===== config.mk =====
export PLATFORM = sky130hd
export DESIGN_NAME = img_stream_ctrl
export DESIGN_NICKNAME = d
export VERILOG_FILES = /design/src/rtl/img_stream_ctrl.sv
export SDC_FILE = /design/constraint.sdc
export NUM_CORES = 1
export LEC_CHECK = 0
export BUFFER_PORTS_ARGS = -buffer_cell sky130_fd_sc_hd__buf_2
export CORE_MARGIN = 8
export CORE_UTILIZATION = 54
export DETAILED_ROUTE_END_ITERATION = 7
export PLACE_DENSITY = 0.76
export SLEW_MARGIN = 5
export SYNTH_ARGS = -nofsm -noshare
export SYNTH_HDL_FRONTEND = slang
export SYNTH_SLANG_ARGS = --single-unit

===== constraint.sdc =====
create_clock -name clk -period 2.2 [get_ports clk]
set_input_delay 0.44 -clock clk [delete_from_list [all_inputs] [get_ports clk]]
set_output_delay 0.44 -clock clk [all_outputs]
set_load 0.05 [all_outputs]

===== src/rtl/img_stream_ctrl.sv =====
// img_stream_ctrl: snapshots a 7x7 binary image on start, streams it pixel by
// pixel over a valid/ready handshake, then waits (bounded) for the classifier
// result and latches it.
module img_stream_ctrl #(
  parameter int NPIX    = 49,
  parameter int TIMEOUT = 1023
) (
  input  logic            clk,
  input  logic            reset,
  input  logic            start,
  input  logic [NPIX-1:0] img,
  output logic            pix_data,
  output logic [5:0]      pix_idx,
  output logic            pix_valid,
  input  logic            pix_ready,
  input  logic            res_valid,
  input  logic [3:0]      res_class,
  output logic            busy,
  output logic            done,
  output logic [3:0]      class_out,
  output logic            err
);

  typedef enum logic [1:0] {IDLE, STREAM, WAIT_RES, DONE} state_t;

  localparam logic [5:0] LAST_IDX = 6'(NPIX - 1);
  localparam logic [9:0] TMO      = 10'(TIMEOUT);

  state_t          state, nstate;
  logic [NPIX-1:0] snap;
  logic [5:0]      cnt;
  logic [9:0]      timer;
  logic            xfer;
  logic            accept;

  assign accept   = (state == IDLE) && start;
  assign xfer     = pix_valid && pix_ready;
  assign pix_idx  = cnt;
  assign pix_data = snap[cnt];

  // State register
  always_ff @(posedge clk or negedge reset) begin
    if (!reset) state <= IDLE;
    else        state <= nstate;
  end

  // Next-state and state-decoded outputs; result beats timeout on a tie
  always_comb begin
    nstate    = state;
    busy      = 1'b1;
    done      = 1'b0;
    pix_valid = 1'b0;
    case (state)
      IDLE: begin
        busy = 1'b0;
        if (start) nstate = STREAM;
      end
      STREAM: begin
        pix_valid = 1'b1;
        if (pix_ready && cnt == LAST_IDX) nstate = WAIT_RES;
      end
      WAIT_RES: begin
        if (res_valid)         nstate = DONE;
        else if (timer == TMO) nstate = IDLE;
      end
      DONE: begin
        done   = 1'b1;
        nstate = IDLE;
      end
      default: nstate = IDLE;
    endcase
  end

  // Frame snapshot and pixel counter; counter saturates on the last pixel
  always_ff @(posedge clk or negedge reset) begin
    if (!reset) begin
      snap <= '0;
      cnt  <= '0;
    end else if (accept) begin
      snap <= img;
      cnt  <= '0;
    end else if (xfer && cnt != LAST_IDX) begin
      cnt  <= cnt + 6'd1;
    end
  end

  // Result wait timer, only runs inside WAIT_RES
  always_ff @(posedge clk or negedge reset) begin
    if (!reset)                 timer <= '0;
    else if (state != WAIT_RES) timer <= '0;
    else                        timer <= timer + 10'd1;
  end

  // Result latch and sticky timeout flag (cleared by the next accepted start)
  always_ff @(posedge clk or negedge reset) begin
    if (!reset) begin
      class_out <= '0;
      err       <= 1'b0;
    end else if (accept) begin
      err       <= 1'b0;
    end else if (state == WAIT_RES) begin
      if (res_valid)         class_out <= res_class;
      else if (timer == TMO) err       <= 1'b1;
    end
  end

endmodule

# Word-level counts from Yosys, hierarchy flattened
# Index checks and enable logic that the tools add are counted.
# op_classes
add_sub_neg,2
n_mul,0
div,0
order_cmp,1
n_eq_ne,11
shift,0
muxes,17
n_bitwise,1
n_reduce_logical,11
# op_table
operator,count
two-way mux 6 bit,2
"adder 10 x 1 -> 10 bit, second input constant",1
"equality test 10 bit, second input constant",1
two-way mux 10 bit,1
AND reduction 3 bit,3
two-way mux 1 bit,8
two-way mux 2 bit,4
one-hot mux 2 bit (4 select lines),1
"< comparator 6 x 7 -> 1 bit, second input constant",1
"adder 6 x 1 -> 6 bit, second input constant",1
binary-select mux 1 bit (select 6 bit),1
"equality test 6 bit, second input constant",1
"inequality test 2 bit, second input constant",3
"inequality test 6 bit, second input constant",1
nonzero test 2 bit,3
"equality test 2 bit, second input constant",2
logical AND 1 bit,4
"inequality test 3 bit, second input constant",1
"equality test 2 x 1 -> 1 bit, second input constant",1
logical NOT 2 bit,1
"inequality test 2 x 1 -> 1 bit, second input constant",1
NOT 1 bit,1
# word_totals
ff_bits,72
latchBits,0
mem_bits_rw,0
rom_bits,0
output_inout_bits,15
elab_cells,49
mem_count,0

# Depth between registers and ports, before layout
# Gate-level depths: netlist of the first run.
# logic_depth
depth_word,6
mapped_depth,8
ltp_nobuf,6

# Least setup slack after synthesis of the first run
# Ideal clock, no wire load.
# synth_timing
kind,reg2out
startpoint,register cnt[0] (netlist: pix_idx[0])
endpoint,output pix_data
arrival_ns,2.805
required_time_ns,1.760
setup_slack_ns,-1.045
stages_incl_launch_ff,7
path_buffers,2
path_cell_list,dfrtp_1 buf_6 buf_12 a2111oi_2 nor4b_1 o21ai_0 a311oi_1
# synth_between
elab_chain_cells,2
# synth_lines
item,line_no,source
start: declaration,31,logic [5:0] cnt;
start signal: assignment,83,cnt <= cnt + 6'd1;
binary-select mux 1 bit (select 6 bit),39,assign pix_data = snap[cnt];
two-way mux 1 bit (implied by the code),39,
end: declaration,12,"output logic pix_data,"
# Every way passes these cells. The select of a mux whose other input is x is not followed.

# Final worst setup path of the first run
# Same ends and word-level chain as after synthesis.

==> flow_metrics.env, run 1 <==
export IMPL_status="complete, but fails checks"
export IMPL_violations="setup timing"
export IMPL_setup_viol=1
export IMPL_nNetsFinal=403
export IMPL_grt_usage=0.1657
export IMPL_dr_pass1_iters=4
export IMPL_post_dp_hpwl_mm=5.085
export IMPL_synth_compound_area_frac=0.04910
export IMPL_grtUsageMet2=0.2623
export IMPL_synth_xor_area_frac=0.02565
export IMPL_p_leak_uw=0.001916
export IMPL_ys_seq_area_frac=0.5277
export IMPL_met1_usage=0.2056
export IMPL_reg2reg_to="snap[12]"
export IMPL_timing_fmax_ghz=0.3813
export IMPL_yosysTopAreaCell="dfrtp_1"
export IMPL_grt_setup_unrepaired="yes"
export IMPL_portBuffers=72
export IMPL_fin_crit_sh=1.192
export IMPL_gr_total_overflow=0
export IMPL_antenna_found_initial=0
export IMPL_dieArea_sq_um=9124
export IMPL_synth_nets=319
export IMPL_fill_cells=470
export IMPL_critical_path_class="register to primary output"
export IMPL_synth_top_family_by_area="multiplexers"
export IMPL_grt_max_degree=73
export IMPL_worst_setup_path_start_kind="register"
export IMPL_slew_violations=0
export IMPL_fp_row_count=29
export IMPL_synthMuxAreaShare=0.2554
export IMPL_path_clk_slew_ns=0.07
export IMPL_synth_edf_count=0
export IMPL_synth_cell_types=48
export IMPL_r2r_cells=4
export IMPL_gp_congestion=0.7983
export IMPL_dpl_cell_area_sq_um=3941
export IMPL_min_period_ns=2.623
export IMPL_slew_headroom=0.6843
export IMPL_initial_core_util=0.5471
export IMPL_finClkSkew_ns=0.006343
export IMPL_die_h_um=95.52
export IMPL_ys_seq_elements=72
export IMPL_vias=2333
export IMPL_vias_per_cell=5.502
export IMPL_synth_adder_area_share=0.01099
export IMPL_synth_warnings=0
export IMPL_irDropWorstVdd_uv=1061
export IMPL_synthArstFlopShare=1.000
export IMPL_cp_data_arrival_time_ns=2.18
export IMPL_critical_path_depth=5
export IMPL_drive_gt1_frac=0.4986
export IMPL_critical_path_required_ns=1.76
export IMPL_p_per_area_nw_per_um2=1343
export IMPL_hold_viol=0
export IMPL_hp_class="input port to async pin"
export IMPL_drtAntennaViolNets=0
export IMPL_setup_ws_ns=-0.4229
export IMPL_grt_pass1_wl_mm=11.66
export IMPL_cts_tree="yes"
export IMPL_cp_top_family="multiplexers"
export IMPL_postCtsHoldBufs=0
export IMPL_netlist_instances=258
export IMPL_numCtsBuffers=9
export IMPL_wl_mm=7.172
export IMPL_grt_pass1_vias=2490
export IMPL_clk_insertion_delay_late_ns=0.35
export IMPL_synthToLayoutAreaGrowth_pct=23.56
export IMPL_yosysTopAreaCellShare=0.5277
export IMPL_die_w_um=95.52
export IMPL_drv_cap=0
export IMPL_r2r_start="state[0]"
export IMPL_crit_path_end_kind="primary output"
export IMPL_avgRoutedWirePerCell_um=16.92
export IMPL_core_area_sq_um=6241
export IMPL_drtIter0Drc=116
export IMPL_root_buffer="clkbuf_8"
export IMPL_setup_tns_ns=-0.4229
export IMPL_ys_top_cells_by_area="dfrtp_1 (53%), mux2_2 (18%), mux4_1 (3.8%), nor2_1 (1.8%), xor2_1 (1.5%)"
export IMPL_use_met3=0.05512
export IMPL_num_antenna_cells=0
export IMPL_top_usage_layer="met2"
export IMPL_htree_num_levels=3
export IMPL_finalInstanceArea_sq_um=4219
export IMPL_path_buf_inv=1
export IMPL_synth_ff_type="dfrtp_1"
export IMPL_worst_slew_pin_slew_ns=0.4692
export IMPL_ios=73
export IMPL_drc_errors=0
export IMPL_path_cells="mux4_2 -> a2111oi_0 -> and3_1 -> a311oi_4 -> buf_6"
export IMPL_synthSimpleGateAreaFrac=0.09344
export IMPL_netlist_area_sq_um=3415
export IMPL_syn_area_per_cell_sq_um=13.23
export IMPL_clockBufferDepth=2
export IMPL_critPathSlowestCell="mux4_2"
export IMPL_r2r_slack_ns=0.49
export IMPL_cpPeakStageDelay_ns=0.52
export IMPL_cts_sinks=72
export IMPL_path_max_fanout=3
## synth_stat cells, types with 2 or more instances
library cell / number
a2111oi_0: 2
a21oi_1: 8
a311oi_1: 2
and2_1: 2
and3_1: 2
buf_2: 3
buf_4: 5
clkbuf_1: 3
dfrtp_1: 72
ha_1: 3
inv_1: 7
mux2_2: 56
mux2i_1: 5
mux4_1: 5
mux4_2: 2
nand2_1: 7
nand3_1: 9
nand3b_1: 2
nand4_1: 4
nor2_1: 16
nor2b_1: 2
nor3b_1: 2
o21ai_0: 4
or3_1: 3
xnor2_1: 4
xor2_1: 6
## sequential cells by signal, indices dropped and copies added (netlist names)
name,flops
pix_idx,6
state,2
class_out,4
snap,49
err,1
timer,10
## worst max-delay path by stage
stage,startpoint,end,slack (ns)
finish,pix_idx[0],pix_data,-0.42
global placement,pix_idx[0],pix_data,-0.13
global route,pix_idx[0],pix_data,-0.56
detailed placement,pix_idx[0],pix_data,-0.14
floorplan,pix_idx[0],pix_data,-0.15
CTS,pix_idx[0],pix_data,-0.43
## layer usage
| layer | share of wire | routed length, um |
|---|---|---|
| met3 | 0.060 | 433 |
| met1 | 0.43 | 3114 |
| met4 | 0.014 | 99 |
| met5 | 0 | 0 |
| met2 | 0.49 | 3525 |
## stage by stage
step	cells	utilization	power, uW	hold WS, ns	setup WS [ns]
floorplan	258	-	3734	0.1444	-0.1512
global placement	407	0.6315	4248	0.4761	-0.1305
detailed placement	407	0.6315	4319	0.4840	-0.1444
CTS	424	0.6760	5712	0.1228	-0.4310
global route	424	0.6760	5969	0.1510	-0.5557
finish	424	0.6760	5665	0.1095	-0.4229
## kinds of logic after synthesis
logic type | Yosys count
fa+ha+maj | 3
mux | 69
simple gates | 59
buf+inv | 21
xor+xnor | 10
compound gates | 24
flops | 72
## layout make-up
type	count	area, sq um	area share
clock inverters	5	103.9	0.02461
repair buffers	87	529.3	0.1254
inverters	7	26.28	0.006228
clock buffers	11	141.4	0.03351
flip-flops and latches	72	1807	0.4282
multi-input cells	165	1515	0.3591
well taps	77	96.34	0.02284
## worst reg2reg max path, stage by stage (launching register included)
cell	delay [ns]
dfrtp_1	0.45
or2_2	0.35
nor2_4	0.11
buf_12	0.27
mux2_2	0.43
## repair_timing
item,CTS,global route
endpoints found under the setup margin,1,1
buffers inserted,1,0
resized for setup,4,0
pin swaps,1,0
## power breakdown
group	leakage (uW)	switching, uW	internal, uW
Combinational	0.000910	1010	1190
Sequential	0.000883	358	1840
Clock	0.000124	481	785
## placed cells by master (no fill, tap or decap), types with 3 or more instances in the layout
cell       Yosys  layout
a21oi_1        8       7
buf_12         1       4
buf_2          3      71
buf_4          5      11
bufinv_16      0       3
clkbuf_8       0      10
dfrtp_1       72      68
dfrtp_2        0       4
ha_1           3       3
inv_1          7       7
mux2_2        56      56
mux2i_1        5       5
mux4_1         5       5
nand2_1        7       6
nand3_1        9       9
nand4_1        4       4
nor2_1        16      15
o21ai_0        4       3
or3_1          3       3
xnor2_1        4       4
xor2_1         6       6
(Power assumes the default switching activity.)
==> run 2, diff against run 1 <==
CORE_ASPECT_RATIO = 1.25   (was not set)
==> flow_metrics.env, run 2 (synthesized netlist as in run 1, its figures left out) <==
export IMPL_nNetsFinal=406
export IMPL_initial_core_util=0.5538
export IMPL_p_leak_uw=0.001909
export IMPL_dpl_cell_area_sq_um=3974
export IMPL_fin_crit_sh=1.203
export IMPL_wl_mm=7.329
export IMPL_avgRoutedWirePerCell_um=16.85
export IMPL_grt_max_degree=73
export IMPL_critPathSlowestCell="dfrtp_2"
export IMPL_critical_path_required_ns=1.76
export IMPL_drtAntennaViolNets=0
export IMPL_dieArea_sq_um=9140
export IMPL_portBuffers=72
export IMPL_fin_util=0.6828
export IMPL_grt_pass1_vias=2655
export IMPL_drtIter0Drc=87
export IMPL_setup_ws_ns=-0.4472
export IMPL_grt_setup_unrepaired="yes"
export IMPL_r2r_cells=4
export IMPL_vias_per_cell=5.386
export IMPL_antenna_found_initial=0
export IMPL_slew_headroom=0.7467
export IMPL_cpPeakStageDelay_ns=0.46
export IMPL_reg2reg_to="snap[17]"
export IMPL_preCtsSetupSlack_ns=-0.1817
export IMPL_num_antenna_cells=0
export IMPL_dr_pass1_iters=4
export IMPL_clockBufferDepth=2
export IMPL_worst_slew_pin_slew_ns=0.3704
export IMPL_hold_viol=0
export IMPL_path_clk_slew_ns=0.07
export IMPL_numCtsBuffers=9
export IMPL_finClkSkew_ns=0.005547
export IMPL_irDropWorstVdd_uv=974.4
export IMPL_status="complete, but fails checks"
export IMPL_cts_sinks=72
export IMPL_grt_pass1_wl_mm=12.54
export IMPL_gr_total_overflow=0
export IMPL_final_common_cell="buf_2"
export IMPL_p_total_uw=5531
export IMPL_layout_common_cells="buf_2 (71), dfrtp_1 (68), mux2_2 (56), nor2_1 (15), buf_4 (15)"
export IMPL_path_buf_inv=3
export IMPL_drive_gt1_frac=0.4971
export IMPL_gp_congestion=0.8466
export IMPL_worst_setup_path_start_kind="register"
export IMPL_setup_viol=1
export IMPL_core_area_sq_um=6166
export IMPL_die_w_um=87.13
export IMPL_synthToLayoutAreaGrowth_pct=23.31
export IMPL_cp_top_family="compound AO/OA/AOI/OAI gates"
export IMPL_regMostFlops="snap"
export IMPL_crit_path_end_kind="primary output"
export IMPL_violations="setup timing"
export IMPL_htree_num_levels=3
export IMPL_root_buffer="clkbuf_8"
export IMPL_critical_path_class="register to primary output"
export IMPL_slew_violations=0
export IMPL_timing_fmax_ghz=0.3778
export IMPL_drc_errors=0
export IMPL_min_period_ns=2.647
export IMPL_post_dp_hpwl_mm=5.320
export IMPL_path_cells="buf_12 -> mux2_4 -> a32oi_1 -> o2111ai_1 -> a311oi_1 -> buf_4 -> a311oi_4 -> buf_6"
export IMPL_clk_insertion_delay_late_ns=0.35
export IMPL_r2r_slack_ns=0.48
export IMPL_cts_tree="yes"
export IMPL_ios=73
export IMPL_finalInstanceArea_sq_um=4210
export IMPL_p_per_area_nw_per_um2=1314
export IMPL_cp_data_arrival_time_ns=2.21
export IMPL_path_max_fanout=6
export IMPL_largest_reg_flops=49
export IMPL_r2r_start="state[1]"
export IMPL_die_h_um=104.9
export IMPL_vias=2343
export IMPL_grt_usage=0.1748
export IMPL_hp_class="input port to async pin"
export IMPL_drv_cap=0
export IMPL_fp_row_count=32
==> run 2: changes by cell type in the layout (fill, tap and decap cells not counted), sizes merged <==
| cell | before | now |
|---|---|---|
| buf | 87 | 90 |
| clkinvlp | 0 | 2 |
| clkinv | 2 | 1 |
| bufinv | 3 | 2 |
==> run 2: how the worst max path moves through the flow <==
stage / startpoint / end / slack, ns / depth (start not counted)
5_1_grt: pix_idx[0] / pix_data / -0.58 / 8
3_3_place_gp: pix_idx[0] / pix_data / -0.12 / 8
4_1_cts: pix_idx[0] / pix_data / -0.48 / 8
6_report: pix_idx[0] / pix_data / -0.45 / 8
3_5_place_dp: pix_idx[0] / pix_data / -0.18 / 8
2_1_floorplan: pix_idx[0] / pix_data / -0.15 / 7
==> run 2: routing by layer <==
metal  global-route usage  wire length (um)  share of wire  vias up
li1                     -                 -              -     1112
met1               0.2033              3072           0.42     1157
met2               0.2888              3729           0.51       61
met3              0.05251               383          0.052       13
met4              0.07645               144          0.020        0
met5                    0                 0              0        -
==> run 2: final cells by class <==
type                       count  area [sq um]
fill                         492          1956
sequential                    72          1807
multi-input combinational    165          1510
timing repair buffer          90         539.3
clock buffer                  11         141.4
tap                           85         106.4
clock inverter                 5         80.08
inverter                       7         26.28
==> run 2: stage by stage <==
stage | instances | TNS (ns) | hold slack (ns)
after floorplan | 258 | -0.1512 | 0.1444
after global placement | 418 | -0.1244 | 0.4761
after detailed placement | 418 | -0.1817 | 0.4873
after CTS | 435 | -0.4801 | 0.1177
after global routing | 435 | -0.5809 | 0.1228
final | 435 | -0.4472 | 0.08993
==> run 2: timing repair <==
action                                  in CTS  in global routing
endpoints found under the setup margin       1                  1
hold buffers                                 0                  0
resized for setup                            2                  1
buffers inserted                             1                  0
pin swaps                                    3                  1
==> run 2: power breakdown <==
part | internal, uW | switching (uW)
Combinational | 1190 | 972
Clock | 668 | 486
Sequential | 1840 | 376
Total | 3700 | 1830
